==> config.mk <==
export PLATFORM = sky130hd
export DESIGN_NAME = adder_33
export DESIGN_NICKNAME = d
export VERILOG_FILES = /design/src/rtl/adder_33.sv
export SDC_FILE = /design/constraint.sdc
export NUM_CORES = 1
export LEC_CHECK = 0
export BUFFER_PORTS_ARGS = -buffer_cell sky130_fd_sc_hd__buf_2
export CAP_MARGIN = 20
export CORE_MARGIN = 1
export CORE_UTILIZATION = 29
export CTS_CLUSTER_DIAMETER = 120
export DETAILED_ROUTE_END_ITERATION = 12
export GPL_TIMING_DRIVEN = 1
export HOLD_SLACK_MARGIN = 0.05
export PLACE_DENSITY = 0.45
export SYNTH_ARGS = -nofsm -noshare
export SYNTH_HDL_FRONTEND = slang
export SYNTH_SLANG_ARGS = --single-unit
==> constraint.sdc <==
create_clock -name clk -period 6.14 [get_ports clk]
set_input_delay 0.614 -clock clk [delete_from_list [all_inputs] [get_ports clk]]
set_output_delay 0.614 -clock clk [all_outputs]
set_load 0.05 [all_outputs]
==> src/rtl/adder_33.sv <==
// Two-stage pipelined unsigned adder with carry-out and a valid tag.
// The low half is added in stage 1 and its carry feeds the high half in stage 2.
module adder_33 #(
    parameter int WIDTH = 32,
    parameter int SPLIT = 16
) (
    input  logic             clk,
    input  logic             rst_n,
    input  logic             in_valid,
    input  logic [WIDTH-1:0] A,
    input  logic [WIDTH-1:0] B,
    output logic [WIDTH-1:0] sum,
    output logic             carry_out,
    output logic             out_valid
);

    localparam int HI = WIDTH - SPLIT;

    // Stage 1: low-half sum and carry, high operands parked alongside
    logic [SPLIT:0]   lo_d;
    logic [SPLIT-1:0] lo_q;
    logic             c1_q;
    logic [HI-1:0]    a_hi_q;
    logic [HI-1:0]    b_hi_q;
    logic             v1_q;

    // Stage 2: final result
    logic [HI:0]      hi_d;
    logic [WIDTH-1:0] sum_q;
    logic             carry_q;
    logic             v2_q;

    always_comb begin
        lo_d = {1'b0, A[SPLIT-1:0]} + {1'b0, B[SPLIT-1:0]};
    end

    always_comb begin
        hi_d = {1'b0, a_hi_q} + {1'b0, b_hi_q} + {{HI{1'b0}}, c1_q};
    end

    always_ff @(posedge clk or negedge rst_n) begin
        if (!rst_n) begin
            lo_q   <= '0;
            c1_q   <= 1'b0;
            a_hi_q <= '0;
            b_hi_q <= '0;
            v1_q   <= 1'b0;
        end else begin
            lo_q   <= lo_d[SPLIT-1:0];
            c1_q   <= lo_d[SPLIT];
            a_hi_q <= A[WIDTH-1:SPLIT];
            b_hi_q <= B[WIDTH-1:SPLIT];
            v1_q   <= in_valid;
        end
    end

    always_ff @(posedge clk or negedge rst_n) begin
        if (!rst_n) begin
            sum_q   <= '0;
            carry_q <= 1'b0;
            v2_q    <= 1'b0;
        end else begin
            sum_q   <= {hi_d[HI-1:0], lo_q};
            carry_q <= hi_d[HI];
            v2_q    <= v1_q;
        end
    end

    assign sum       = sum_q;
    assign carry_out = carry_q;
    assign out_valid = v2_q;

endmodule

# After elaboration in Yosys (flattened, before gate mapping)
# Index checks and enable logic that the tools add are counted.
# classes
addsub	3
# ops
operator	n
adder 16 x 16 -> 17 bit	2
adder 17 x 1 -> 17 bit	1
# word_totals
input_bits	67
register_bits	84
out_inout_bits	34
elab_cells	11

# Logic depth before layout (Yosys ltp)
# logic_depth
depth_word	2
mapped_depth	7
ltp_nobuf	7

# Least setup slack after synthesis
# No wires, ideal clock.
# synth_path
path_kind	input -> register
from	input port A[0]
to	register lo_q[12]
arrival_time_ps	2385
required_time_ps	6033
cell_stages	7
path_buffers	0
setup_slack_ps	3648
setup_ps	107
path_cell_list	ha_1 > fa_1 > a21o_2 > a31o_2 > nand3_2 > mux2_4 > a2111oi_4
# synth_via
elab_chain_cells	1
# synth_lines
element	line_no	text
start: declaration	10	input logic [WIDTH-1:0] A,
adder 16 x 16 -> 17 bit	34	lo_d = {1'b0, A[SPLIT-1:0]} + {1'b0, B[SPLIT-1:0]};
named net lo_d[12]	20	logic [SPLIT:0] lo_d;
end signal: assignment	49	lo_q <= lo_d[SPLIT-1:0];
end: declaration	21	logic [SPLIT-1:0] lo_q;
# The timed path passes the listed nets, and every way through them passes these cells.

# Worst setup path in the final report
# layout_path
from	register c1_q
to	register carry_q (netlist: carry_out)
# layout_via
elab_chain_cells	1
# layout_lines
element	line_no	text
start: declaration	22	logic c1_q;
start signal: assignment	50	c1_q <= lo_d[SPLIT];
adder 17 x 1 -> 17 bit	38	hi_d = {1'b0, a_hi_q} + {1'b0, b_hi_q} + {{HI{1'b0}}, c1_q};
named net hi_d[16]	28	logic [HI:0] hi_d;
end signal: assignment	64	carry_q <= hi_d[HI];
end: declaration	30	logic carry_q;
# The timed path passes the listed nets, and every way through them passes these cells.

==> out/metrics.csv <==
metric;value;unit
Final Net Count;496;
power density over the cells;347.6;nW/um^2
sequential share of the synthesized area;58.43;%
multiplexer share of the synthesized area;0.4174;%
met1 usage;14.13;%
simple-gate area share of the yosys netlist;7.548;%
status;finished clean;
Worst EP required;6.36;ns
total track usage;12.58;%
crit path capture type;flop;
largest family of logic cells by synthesized area;compound AO/OA/AOI/OAI gates;
Clock Sinks;84;
WS Path Type;flop to flop;
HPWL after DPL;5750;um
Layout area overhead;28.94;%
final setup vio count;0;
Flop pwr share;40.5;%
Final TNS setup;0;ns
share of layout cells above drive strength 1;32.00;%
RSZ-0062 raised after global routing;false;
Via Count;2538;
Top Usage Layer GRT;met2;
die area;12850;sq um
commonest non-fill, non-tap cells in the layout;buf_2 (99), dfrtp_1 (84), ha_1 (31);
commonest non-fill, non-tap cell in the layout;buf_2;
Cell Int Power;0.001071;W
PortBufs;100;
PostCTS Resize Cnt;0;
worst-path fanout max;4;
Synth Instances;284;
Clock Power Share;33.6;%
Via density;4.468;
max-cap viol count;0;
Core Util, Final;38.45;%
Leak;2.220;nW
grt ovf;0;
CTS Buf Count;9;
Clock transition at path regs;0.06;ns
Max clock buf depth;2;
syn_area_per_cell;12.67;sq um
Clock Skew;0.008734;ns
Rows;40;
placed cell areas;4307;sq um
Post-Layout Inst Area;4638;sq um
crit path time final;2.493;ns
Syn Nets;385;
clk_lat worst skew;0.34;ns
H-tree levels;3;
mapped cell area;3597;sq um
global-route wire length before repair;12410;um
Detail Route Antenna Nets;0;
diodes inserted;0;
Starting Density;29.82;%
final WL;7411;um
final max-slew violation count;0;
Tightest Pin Transition;0.5145;ns
Synth warnings;0;
DR iter-0 viols;58;
Die Ht;113.4;um
initial antenna violation count;0;
worst min-delay path category;input port to asynchronous set/reset pin;
vias in the first global route;2595;
Fin. Hold Viols;0;
Sw Ratio;33.54;%
largest net degree at the start of global routing;85;
met3 Use GR;3.454;%
P_sw;0.0005407;W
CTS tree;built;
post-CTS setup buffers;0;
Startpoint Class;flop;
combinational fraction of design power;25.9;%
met2 usage;22.04;%
Ports;101;
CTS Hold Buffers Added;0;
# DRC;0;
gp weighted congestion;0.8246;
XOR/XNOR share of the synthesized area;6.087;%
VDD IR max;0.1154;mV
post-synth cell types;37;
reg-to-reg setup timing slack;3.65;ns
Peak Freq;401.2;MHz
post-route clock period utilization;40.60;%
post-synthesis adder-cell area fraction;12.45;%
Slew headroom;65.34;%
area of the core;12060;sq um
DIE WIDTH;113.4;um
Root Driver;clkbuf_16;
post-synthesis compound-gate area fraction;14.75;%
register bit total from synthesis;84;
TritonRoute pass-1 iters;4;
WP data arrival;2.71;ns
WL/cell;13.05;um
critical path, stage by stage (launching register included):
cell and delay (ns):
dfrtp_1 0.38, fa_1 0.49, fa_1 0.43, a21o_2 0.26, a31oi_2 0.29, or4_4 0.19
a21oi_1 0.05, a211o_1 0.28
cells in the mapped netlist (all sizes together):
| master | n | area (sq um) |
|---|---|---|
| nand2 | 20 | 75.07 |
| a211oi | 4 | 30.03 |
| nand3b | 1 | 7.510 |
| clkbuf | 1 | 3.750 |
| a41oi | 1 | 8.760 |
| a21boi | 1 | 7.510 |
| o21bai | 3 | 22.52 |
| a31oi | 4 | 31.28 |
| o21a | 1 | 7.510 |
| or4 | 1 | 11.26 |
| fa | 3 | 60.06 |
| a2111oi | 1 | 27.53 |
| and2 | 2 | 12.51 |
| mux2 | 1 | 15.01 |
| ha | 31 | 387.9 |
| nor2b | 1 | 6.260 |
| nand3 | 8 | 45.04 |
| a211o | 4 | 35.03 |
| o211ai | 4 | 30.03 |
| a21oi | 30 | 150.1 |
| inv | 2 | 7.510 |
| nor3b | 2 | 15.01 |
| nand4 | 3 | 18.77 |
| dfrtp | 84 | 2102 |
| a31o | 2 | 17.52 |
| o21ai | 17 | 92.59 |
| nor3 | 2 | 10.01 |
| and3 | 4 | 25.02 |
| a21o | 9 | 70.07 |
| nor2 | 12 | 45.04 |
| xor2 | 14 | 122.6 |
| xnor2 | 11 | 96.34 |
final cells by class:
type / count / area (sq um)
clock buffer: 9 / 225.2
clock inverter: 7 / 78.83
fill: 1197 / 7423
inverter: 2 / 7.507
multi-input combinational: 197 / 1484
sequential: 84 / 2102
tap: 168 / 210.2
timing repair buffer: 101 / 530.5
power groups by stage:
stage                     logic [W]  registers (W)  clock network (W)
final                      0.000417       0.000653           0.000542
after global routing       0.000450       0.000660           0.000587
after CTS                  0.000420       0.000655           0.000561
after detailed placement   0.000419       0.000665                  0
after global placement     0.000417       0.000664                  0
after floorplan            0.000135       0.000827                  0
state kept, by name, summed over array words and instances, names as in the netlist:
signal,count
sum,32
c1_q,1
a_hi_q,16
carry_out,1
v1_q,1
lo_q,16
out_valid,1
b_hi_q,16
cells by family after synthesis:
kind of cell	count (synthesis)
AND/OR/NAND/NOR	56
adder cells (fa/ha/maj)	34
AO/OA/AOI/OAI	81
XOR/XNOR	25
multiplexers	1
flip-flops	84
buffers and inverters	3
metrics by stage:
| stage | setup WS (ns) | hold WS (ns) | power, W | cells |
|---|---|---|---|---|
| 2_1_floorplan | 3.648 | 0.3184 | 0.0009618 | 284 |
| 3_3_place_gp | 3.468 | 0.3317 | 0.001081 | 551 |
| 3_5_place_dp | 3.448 | 0.3363 | 0.001084 | 551 |
| 4_1_cts | 3.631 | 0.3474 | 0.001636 | 567 |
| 5_1_grt | 3.537 | 0.2659 | 0.001698 | 568 |
| 6_report | 3.647 | 0.2385 | 0.001612 | 568 |
worst paths after layout:
| check | from | endpoint | cells past startpoint |
|---|---|---|---|
| max | c1_q | carry_out | 7 |
| min | rst_n | a_hi_q[4] | 1 |
| max reg2reg | c1_q | carry_out | 7 |
| min reg2reg | lo_q[15] | sum[15] | 0 |
| max in group asynchronous | rst_n | a_hi_q[9] | 2 |
| min in group clk | lo_q[15] | sum[15] | 0 |
per-layer routing:
| metal | share of wire [%] | vias up |
|---|---|---|
| met5 | 0 | - |
| met4 | 2.0 | 0 |
| met1 | 40 | 1211 |
| met2 | 53 | 69 |
| li1 | - | 1246 |
| met3 | 5.1 | 12 |
No activity file was read; power rests on OpenSTA's default activity.
